==> src/rtl/piece_engine.sv <==
// Falling-piece engine: turns spawn/move/rotate commands into a candidate
// placement, probes the board one cell per cycle, then commits or rejects it.
module piece_engine #(
    parameter int BOARD_W = 10,
    parameter int BOARD_H = 20,
    parameter int XW      = 4,
    parameter int YW      = 5
) (
    input  logic              clk,
    input  logic              resetn,
    input  logic              cmd_valid,
    output logic              cmd_ready,
    input  logic [2:0]        cmd,
    input  logic [2:0]        spawn_type,
    input  logic [XW-1:0]     spawn_x,
    output logic              occ_req,
    output logic [XW-1:0]     occ_x,
    output logic [YW-1:0]     occ_y,
    input  logic              occ_hit,
    output logic              active,
    output logic [2:0]        piece_type,
    output logic [1:0]        rotation,
    output logic [4*XW-1:0]   cells_x,
    output logic [4*YW-1:0]   cells_y,
    output logic [5:0]        colour,
    output logic              resp_valid,
    output logic              resp_ok,
    output logic              locked,
    output logic              game_over
);

    // One extra bit so a cell left of column 0 or past the last row reads as out of range
    localparam int unsigned CXW = XW + 1;
    localparam int unsigned CYW = YW + 1;

    typedef enum logic [1:0] {IDLE, CALC, CHECK, DONE} state_t;

    state_t         state;
    logic [2:0]     cmd_r;
    logic [2:0]     stype_r;
    logic [XW-1:0]  sx_r;
    logic [CXW-1:0] ox;
    logic [CYW-1:0] oy;
    logic [2:0]     cand_type;
    logic [1:0]     cand_rot;
    logic [CXW-1:0] cand_ox;
    logic [CYW-1:0] cand_oy;
    logic [CXW-1:0] cand_cx [4];
    logic [CYW-1:0] cand_cy [4];
    logic           inv;
    logic           fail;
    logic           qd;
    logic [1:0]     idx;

    logic [2:0]     n_type;
    logic [1:0]     n_rot;
    logic [CXW-1:0] n_ox;
    logic [CYW-1:0] n_oy;
    logic           n_inv;
    logic [CXW-1:0] n_cx [4];
    logic [CYW-1:0] n_cy [4];
    logic [3:0]     off;
    logic           fail_now;
    logic [1:0]     nxt_idx;
    logic           nxt_ok;
    logic           calc_ok0;

    // Box-relative {x,y} of cell i for a type at a rotation
    function automatic logic [3:0] shape_cell(input logic [2:0] t, input logic [1:0] r,
                                              input logic [1:0] i);
        logic [15:0] tbl;
        logic [1:0]  x, y, tx, n1;
        case (t)
            3'd0:    tbl = 16'hD951;
            3'd1:    tbl = 16'h9510;
            3'd2:    tbl = 16'h9518;
            3'd3:    tbl = 16'h9584;
            3'd4:    tbl = 16'h5184;
            3'd5:    tbl = 16'h9514;
            3'd6:    tbl = 16'h9540;
            default: tbl = 16'h0000;
        endcase
        x  = tbl[4*i+2 +: 2];
        y  = tbl[4*i +: 2];
        n1 = (t == 3'd0) ? 2'd3 : 2'd2;
        for (int k = 0; k < 3; k++) begin
            if (t != 3'd3 && 2'(k) < r) begin
                tx = n1 - y;
                y  = x;
                x  = tx;
            end
        end
        return {x, y};
    endfunction

    function automatic logic [5:0] colour_of(input logic [2:0] t);
        case (t)
            3'd0:    return 6'b001111;
            3'd1:    return 6'b000011;
            3'd2:    return 6'b111000;
            3'd3:    return 6'b111100;
            3'd4:    return 6'b001100;
            3'd5:    return 6'b110011;
            3'd6:    return 6'b110000;
            default: return 6'b000000;
        endcase
    endfunction

    function automatic logic in_board(input logic [CXW-1:0] x, input logic [CYW-1:0] y);
        return (x < CXW'(BOARD_W)) && (y < CYW'(BOARD_H));
    endfunction

    assign cmd_ready = resetn && (state == IDLE);

    // Candidate placement derived from the latched command and the live piece
    always_comb begin
        n_type = piece_type;
        n_rot  = rotation;
        n_ox   = ox;
        n_oy   = oy;
        n_inv  = 1'b0;
        off    = 4'd0;
        case (cmd_r)
            3'd0: begin
                n_type = stype_r;
                n_rot  = 2'd0;
                n_ox   = {1'b0, sx_r};
                n_oy   = '0;
                n_inv  = (stype_r == 3'd7);
            end
            3'd1:    begin n_ox  = ox - CXW'(1);       n_inv = !active; end
            3'd2:    begin n_ox  = ox + CXW'(1);       n_inv = !active; end
            3'd3:    begin n_oy  = oy + CYW'(1);       n_inv = !active; end
            3'd4:    begin n_rot = rotation + 2'd1;    n_inv = !active; end
            3'd5:    begin n_rot = rotation - 2'd1;    n_inv = !active; end
            default: n_inv = 1'b1;
        endcase
        for (int i = 0; i < 4; i++) begin
            off     = shape_cell(n_type, n_rot, 2'(i));
            n_cx[i] = n_ox + CXW'(off[3:2]);
            n_cy[i] = n_oy + CYW'(off[1:0]);
        end
    end

    // Probe bookkeeping: a hit answers the query issued one cycle earlier
    always_comb begin
        fail_now = fail || (qd && occ_hit);
        nxt_idx  = idx + 2'd1;
        nxt_ok   = in_board(cand_cx[nxt_idx], cand_cy[nxt_idx]);
        calc_ok0 = in_board(n_cx[0], n_cy[0]);
    end

    // Command FSM with registered probe, piece and response outputs
    always_ff @(posedge clk) begin
        if (!resetn) begin
            state      <= IDLE;
            cmd_r      <= 3'd0;
            stype_r    <= 3'd0;
            sx_r       <= '0;
            ox         <= '0;
            oy         <= '0;
            cand_type  <= 3'd0;
            cand_rot   <= 2'd0;
            cand_ox    <= '0;
            cand_oy    <= '0;
            for (int i = 0; i < 4; i++) begin
                cand_cx[i] <= '0;
                cand_cy[i] <= '0;
            end
            inv        <= 1'b0;
            fail       <= 1'b0;
            qd         <= 1'b0;
            idx        <= 2'd0;
            occ_req    <= 1'b0;
            occ_x      <= '0;
            occ_y      <= '0;
            active     <= 1'b0;
            piece_type <= 3'd0;
            rotation   <= 2'd0;
            cells_x    <= '0;
            cells_y    <= '0;
            colour     <= 6'd0;
            resp_valid <= 1'b0;
            resp_ok    <= 1'b0;
            locked     <= 1'b0;
            game_over  <= 1'b0;
        end else begin
            resp_valid <= 1'b0;
            resp_ok    <= 1'b0;
            locked     <= 1'b0;
            game_over  <= 1'b0;
            qd         <= occ_req;
            case (state)
                IDLE: begin
                    occ_req <= 1'b0;
                    if (cmd_valid) begin
                        cmd_r   <= cmd;
                        stype_r <= spawn_type;
                        sx_r    <= spawn_x;
                        state   <= CALC;
                    end
                end
                CALC: begin
                    cand_type <= n_type;
                    cand_rot  <= n_rot;
                    cand_ox   <= n_ox;
                    cand_oy   <= n_oy;
                    for (int i = 0; i < 4; i++) begin
                        cand_cx[i] <= n_cx[i];
                        cand_cy[i] <= n_cy[i];
                    end
                    inv     <= n_inv;
                    idx     <= 2'd0;
                    occ_x   <= n_cx[0][XW-1:0];
                    occ_y   <= n_cy[0][YW-1:0];
                    occ_req <= !n_inv && calc_ok0;
                    fail    <= n_inv || !calc_ok0;
                    state   <= CHECK;
                end
                CHECK: begin
                    if (idx == 2'd3) begin
                        occ_req <= 1'b0;
                        fail    <= fail_now;
                        state   <= DONE;
                    end else begin
                        occ_x   <= cand_cx[nxt_idx][XW-1:0];
                        occ_y   <= cand_cy[nxt_idx][YW-1:0];
                        occ_req <= !fail_now && nxt_ok;
                        fail    <= fail_now || !nxt_ok;
                        idx     <= nxt_idx;
                    end
                end
                DONE: begin
                    resp_valid <= 1'b1;
                    resp_ok    <= !fail_now;
                    if (!fail_now) begin
                        active     <= 1'b1;
                        piece_type <= cand_type;
                        rotation   <= cand_rot;
                        ox         <= cand_ox;
                        oy         <= cand_oy;
                        colour     <= colour_of(cand_type);
                        for (int i = 0; i < 4; i++) begin
                            cells_x[i*XW +: XW] <= cand_cx[i][XW-1:0];
                            cells_y[i*YW +: YW] <= cand_cy[i][YW-1:0];
                        end
                    end else if (!inv && cmd_r == 3'd3) begin
                        locked <= 1'b1;
                        active <= 1'b0;
                    end else if (!inv && cmd_r == 3'd0) begin
                        game_over <= 1'b1;
                        active    <= 1'b0;
                    end
                    state <= IDLE;
                end
                default: state <= IDLE;
            endcase
        end
    end

endmodule

==> config.mk <==
export PLATFORM = sky130hd
export DESIGN_NAME = piece_engine
export DESIGN_NICKNAME = d
export VERILOG_FILES = /design/src/rtl/piece_engine.sv
export SDC_FILE = /design/constraint.sdc
export NUM_CORES = 1
export LEC_CHECK = 0
export CORE_MARGIN = 1
export CORE_UTILIZATION = 54
export DETAILED_ROUTE_END_ITERATION = 10
export PLACE_DENSITY = 0.76
export SETUP_SLACK_MARGIN = 0.02
export SYNTH_ARGS = -nofsm -noshare
export SYNTH_HDL_FRONTEND = slang
export SYNTH_SLANG_ARGS = --single-unit
export TNS_END_PERCENT = 50
==> constraint.sdc <==
create_clock -name clk -period 5.4 [get_ports clk]
set_clock_uncertainty 0.1 [all_clocks]
set_input_delay 0.81 -clock clk [delete_from_list [all_inputs] [get_ports clk]]
set_output_delay 0.81 -clock clk [all_outputs]
set_load 0.02 [all_outputs]
==> run_results.csv, run 1 <==
group,metric,value,unit
status,outcome,"completed",
die,die_y,128,µm
die,die_x,128,µm
synth,synth-edff-count,44,
global_route,grt.busiest_layer,"met2",
sta,drv_slew,0,
power,p_leak,3.74,nW
routing,wl_per_cell,17.6,µm
critical_path,crit_required,5.62,ns
cts,cts_tree,"built",
sta,max_freq,200,MHz
synth,ys_seq_elements,148,
global_route,grt_pass1_wl,34600,µm
die,start_util,0.557,
synth,synthArstFlopShare,0,
cts,cts_resized,0,
synth,syn-cell-area,0.00853,mm²
sta,tightest_slew,1.16,ns
sta,hold_viol,0,
routing,num_vias,7042,
sta,fin_setup_tns,0,ns
synth,synth_warnings,0,
critical_path,cpPeakStageDelay,0.54,ns
critical_path,critPathLaunch,"cmd_r[0]",
global_route,grt_usage,0.277,
synth,synthesis.nets,1010,
placement,hpwl,15400,µm
global_route,gr-usage-met2,0.460,
routing,first_iter_violations,678,
critical_path,endpoint_kind,"register",
cts,cts_hold_buf,0,
layout,syn_to_final_growth,17.7,%
critical_path,crit_path_frequent_cell,"inv_1",
layout,final_cell_mix,"nand2_1, dfxtp_1, clkdlybuf4s50_1",
die,fp-row-count,45,
routing,antenna_left,0,
sta,slew_headroom,0.207,
placement,gp_congestion,0.923,
layout,num-fill-cells,1292,
sta,finalSetupViolCount,0,
placement,pre_cts_slack,0.430,ns
worst_hold_path,hp-start,"cand_ox[4]",
layout,fin_util,0.656,
sta,rsz0062_at_grt,"no",
routing,drc_errors,0,
global_route,grtUsageMet3,0.0580,
cts,clkLatencyLatePin,0.43,ns
cts,cts_buffers,17,
global_route,grt_max_degree,61,
sta,worst_slack,0.391,ns
synth,syn_inst,948,
routing,routed_wl,21600,µm
cts,cts_root_buf,"clkbuf_16",
cts,clk_path_buf_depth,2,
worst_hold_path,worstHoldPathType,"register to register",
synth,synth.distinct_cells,74,
critical_path,r2r_start,"cmd_r[0]",
critical_path,critPathSlowestCell,"or3_1",
cts,post-cts-setup-buffers,0,
cts,cts-htree-levels,4,
cts,clk_pin_slew,0.06,ns
layout,final_nets,1064,
placement,port_buffers,76,
power,p_per_area,464,mW/mm²
layout,drive_gt1_frac,0.0975,
critical_path,critPathKind,"register to register",
routing,firstDrtPassIters,5,
routing,avgViaCountPerCell,5.74,
critical_path,start_kind,"register",
sta,min_period,5.01,ns
die,dieArea,0.0163,mm²
synth,ys_seq_area_frac,0.399,
layout,diodes,0,
layout,final_common_cell,"nand2_1",
die,core,0.0153,mm²
global_route,grt_overflow,0,
synth,avgSynthCellArea,9.00,µm²
die,io_pins,77,
global_route,use_met1,0.367,
critical_path,path_max_fanout,7,
cts,cts.sinks,148,
sta,finalCritPeriodShare,0.928,
critical_path,worst_ep_arrival_time,5.23,ns
power,vdd.ir_drop.worst,0.000304,V
critical_path,path_cells,"or3_1, mux2_4, nand2_1, inv_1, ha_1, inv_1, a21oi_1, a21oi_1, a2bb2oi_1, inv_1, ha_1, mux4_2, nand2_1, ha_1, inv_1, fa_1, inv_1, nor2_1, o21ai_0, a31oi_1, a311oi_1, mux2i_1, a31o_2",
run,cap_viol_max_count,0,
synth,ys.flop_type,"dfxtp_1",
global_route,grt_antenna_before_repair,0,
global_route,grt_pass1_vias,6524,
through the flow:
step / instances / power (mW) / cell area, µm² / hold WS [ns]
final: 1226 / 4.66 / 10000 / 0.355
after global placement: 1194 / 3.43 / 9450 / 0.339
after CTS: 1226 / 4.66 / 10000 / 0.362
after detailed placement: 1194 / 3.45 / 9450 / 0.348
after floorplan: 948 / 2.89 / 8530 / 0.325
after global routing: 1226 / 4.92 / 10000 / 0.379
cell type report:
cell class | count | area [µm²] | area share
clock inverter | 15 | 173 | 0.0172
sequential | 148 | 3400 | 0.339
multi-input combinational | 708 | 4750 | 0.473
tap | 211 | 264 | 0.0263
clock buffer | 17 | 425 | 0.0423
inverter | 30 | 113 | 0.0112
timing repair buffer | 97 | 913 | 0.0909
routing by layer:
| metal | up-vias | routed length (µm) |
|---|---|---|
| met5 | - | 0 |
| met1 | 3350 | 9930 |
| met3 | 25 | 1190 |
| li1 | 3445 | - |
| met4 | 0 | 323 |
| met2 | 222 | 10200 |
cells by family (layout without fill, tap and decap cells):
logic type / count (synthesis) / count (layout) / synth area share
AOI/OAI and AO/OA: 227 / 227 / 0.187
xor gates and xnor gates: 35 / 35 / 0.0368
adders and majority gates: 48 / 48 / 0.0783
buffers and inverters: 92 / 159 / 0.0446
DFF: 148 / 148 / 0.399
muxes: 40 / 40 / 0.0669
and+or+nand+nor: 358 / 358 / 0.187
flip-flops by register name (all words and copies together), names as in the netlist, 5 cells and up:
| signal | cells |
|---|---|
| cand_cx | 20 |
| cand_cy | 24 |
| cand_ox | 5 |
| cand_oy | 6 |
| cells_x | 16 |
| cells_y | 20 |
| occ_y | 5 |
| ox | 5 |
| oy | 6 |
worst paths after layout:
check	endpoint	slack [ns]	cells past startpoint
min	cand_ox[4]	0.35	2
min reg2reg	cand_ox[4]	0.35	2
max	occ_req	0.39	23
max reg2reg	occ_req	0.39	23
critical path, delay by kind of cell (launching register included):
family	cells	cell delay, ns
AOI/OAI and AO/OA	7	1.17
adders and majority gates	4	1.06
buffers and inverters	5	0.46
DFF	1	0.30
muxes	3	1.00
and+or+nand+nor	4	0.80
synth_stat cells, drive strengths merged, types with 3 or more instances:
| library cell | number | share of area |
|---|---|---|
| nand2 | 185 | 0.081 |
| dfxtp | 104 | 0.24 |
| nor2 | 71 | 0.032 |
| a21boi | 69 | 0.061 |
| clkbuf | 45 | 0.020 |
| edfxtp | 44 | 0.15 |
| a21oi | 39 | 0.023 |
| ha | 39 | 0.057 |
| o21ai | 32 | 0.019 |
| inv | 30 | 0.013 |
| xnor2 | 21 | 0.022 |
| nor2b | 20 | 0.015 |
| mux2i | 19 | 0.026 |
| buf | 17 | 0.012 |
| nor3 | 15 | 0.010 |
| xor2 | 14 | 0.014 |
| and3 | 13 | 0.0095 |
| nand3 | 12 | 0.0070 |
| o211a | 12 | 0.014 |
| a31oi | 11 | 0.0081 |
| and2 | 11 | 0.0081 |
| mux2 | 11 | 0.015 |
| mux4 | 10 | 0.026 |
| fa | 9 | 0.021 |
| o211ai | 9 | 0.0079 |
| a211oi | 6 | 0.0053 |
| nand2b | 6 | 0.0044 |
| o21a | 6 | 0.0053 |
| or3 | 6 | 0.0044 |
| o221ai | 5 | 0.0051 |
| a22oi | 4 | 0.0035 |
| nor4 | 4 | 0.0029 |
| o31ai | 4 | 0.0035 |
| a31o | 3 | 0.0031 |
| nand4 | 3 | 0.0022 |
| o2111ai | 3 | 0.0031 |
| or2 | 3 | 0.0022 |
| or3b | 3 | 0.0031 |
report_power, final:
| group | total [mW] | internal [mW] | leakage, nW | switching [mW] |
|---|---|---|---|---|
| logic | 1.90 | 0.765 | 2.13 | 1.14 |
| clock network | 1.20 | 0.694 | 0.294 | 0.504 |
| registers | 1.56 | 1.39 | 1.31 | 0.171 |
(Power assumes the default switching activity.)
==> inputs of run 2 (changes only) <==
Settings changed: DONT_BUFFER_PORTS from default to 1, PLACE_DENSITY 0.76 to 0.72.
Clock period 5.4 ns to 4.5 ns, I/O delays scaled along.
==> run 2 against run 1 <==
Effect of this change: the run now ends with negative setup slack left; final cell count fell by 3.8%; clock power grew 20%; routed wire length fell by 0.77%; setup slack worse by 0.41 ns; clock-buffer cell count rose by 2; critical path depth down 1; critical path type unchanged; largest cell class unchanged; largest power group unchanged; register-to-register slack lost 0.41 ns; utilization decreased by 2.9 points; sequential power grew 24%; sequential share of layout area grew 1.6 points.
==> run_results.csv, run 2 (same netlist as run 1, synthesis figures left out) <==
group,metric,value,unit
status,outcome,"complete, but fails checks",
status,violations,"negative setup slack",
routing,antenna_left,0,
layout,largestRegisters,"cand_cy: 24 flops, cand_cx: 20 flops, cells_y: 20 flops",
critical_path,endpoint_kind,"register",
die,core,0.0153,mm²
routing,firstDrtPassIters,5,
sta,min_period,4.52,ns
layout,fin_area,0.00960,mm²
layout,final_cells,1179,
global_route,grt_overflow,0,
cts,cts_tree,"built",
routing,avgViaCountPerCell,5.87,
power,p_leak,3.63,nW
run,cap_viol_max_count,0,
layout,diodes,0,
sta,slew_headroom,0.315,
sta,whs,0.288,ns
cts,cts_hold_buf,0,
routing,routed_wl,21400,µm
cts,cts-htree-levels,4,
layout,final_nets,1017,
cts,cts_buffers,17,
routing,drc_errors,0,
power,p_per_area,581,mW/mm²
global_route,grt_usage,0.273,
global_route,grt_pass1_wl,34100,µm
placement,gp_congestion,0.901,
routing,num_vias,6915,
sta,hold_viol,0,
layout,largest_reg_flops,24,
placement,port_buffers,0,
layout,final_common_cell,"nand2_1",
die,io_pins,77,
power,vdd.ir_drop.worst,0.000352,V
die,die_x,128,µm
die,die_y,128,µm
cts,clkLatencyLatePin,0.43,ns
sta,finalSetupViolCount,1,
critical_path,crit_required,4.73,ns
sta,worst_slack,-0.0225,ns
die,fp-row-count,45,
placement,place_area,0.00887,mm²
sta,fin_setup_tns,-0.0225,ns
placement,pre_cts_slack,-0.0816,ns
die,dieArea,0.0163,mm²
routing,first_iter_violations,606,
cts,cts.sinks,148,
routing,wl_per_cell,18.2,µm
layout,final_cell_mix,"nand2_1, dfxtp_1, a21boi_0",
die,start_util,0.557,
sta,max_freq,221,MHz
global_route,grt_antenna_before_repair,0,
cts,clk_pin_slew,0.06,ns
critical_path,start_kind,"register",
cts,cts_root_buf,"clkbuf_16",
worst_hold_path,worstHoldPathType,"input pin to register",
power,total_power,5.58,mW
sta,rsz0062_at_grt,"yes",
sta,drv_slew,0,
sta,finalCritPeriodShare,1.00,
cts,clk_path_buf_depth,2,
global_route,grt_max_degree,113,
placement,hpwl,15100,µm
placement,dp.cells,1142,
critical_path,critPathKind,"register to register",
critical_path,path_max_fanout,5,
critical_path,worst_ep_arrival_time,4.75,ns
global_route,grt_pass1_vias,6366,
layout,fin_util,0.627,
sta,tightest_slew,1.03,ns
layout,syn_to_final_growth,12.6,%
layout,drive_gt1_frac,0.151,
layout,largest-register,"cand_cy",
## run 2: changes by cell type in the layout (fill, tap and decap cells not counted), sizes merged
cell	previous run	this run
clkdlybuf4s50	75	0
buf	22	50
clkinvlp	1	2
clkbuf	17	19
clkinv	5	1
inv	37	39
bufinv	2	1
## run 2: worst paths after layout
| path | from | end | slack [ns] | depth (start not counted) |
|---|---|---|---|---|
| hold reg to reg | cand_oy[2] | oy[2] | 0.36 | 2 |
| hold / removal | spawn_x[0] | sx_r[0] | 0.29 | 2 |
| setup reg to reg | cmd_r[2] | occ_req | -0.02 | 22 |
| setup / recovery | cmd_r[2] | occ_req | -0.02 | 22 |
## run 2: cell type report
class / instances / area, µm²
clock buffers: 19 / 464
clock inverters: 13 / 135
fillers: 1327 / 5710
inverters: 30 / 115
multi-input cells: 708 / 4840
flip-flops and latches: 148 / 3400
well taps: 211 / 264
repair buffers: 50 / 383
## run 2: routing by layer
| layer | GRT usage | share of wire | vias up | wire (µm) |
|---|---|---|---|---|
| li1 | - | - | 3352 | - |
| met1 | 0.378 | 0.46 | 3298 | 9890 |
| met2 | 0.428 | 0.45 | 239 | 9730 |
| met3 | 0.0601 | 0.069 | 26 | 1470 |
| met4 | 0.0865 | 0.016 | 0 | 353 |
| met5 | 0 | 0 | - | 0 |
## run 2: critical path, cell delays in order, from the launching register on
cell and delay (ns):
dfxtp_2 0.32, or3_4 0.45, mux2_4 0.37, nand2_4 0.08, inv_4 0.04, ha_4 0.15, inv_2 0.07, a21oi_2 0.04
a21oi_2 0.13, a2bb2oi_2 0.17, inv_1 0.06, ha_1 0.26, mux4_2 0.44, nand2_1 0.07, ha_2 0.19, inv_2 0.05
fa_2 0.37, buf_6 0.14, o211ai_1 0.10, a31oi_1 0.12, a311oi_1 0.26, mux2i_1 0.15, a31o_2 0.29
## run 2: repair_timing
item                                    in CTS  in global routing
pin swaps                                    0                 11
endpoints found under the setup margin       2                  6
setup buffers                                0                  5
gates resized for setup                      3                 29
## run 2: power by group
group	switching, mW	leakage, nW	total (mW)	internal [mW]
logic	1.31	2.02	2.20	0.887
clock network	0.613	0.293	1.44	0.828
registers	0.269	1.31	1.94	1.67
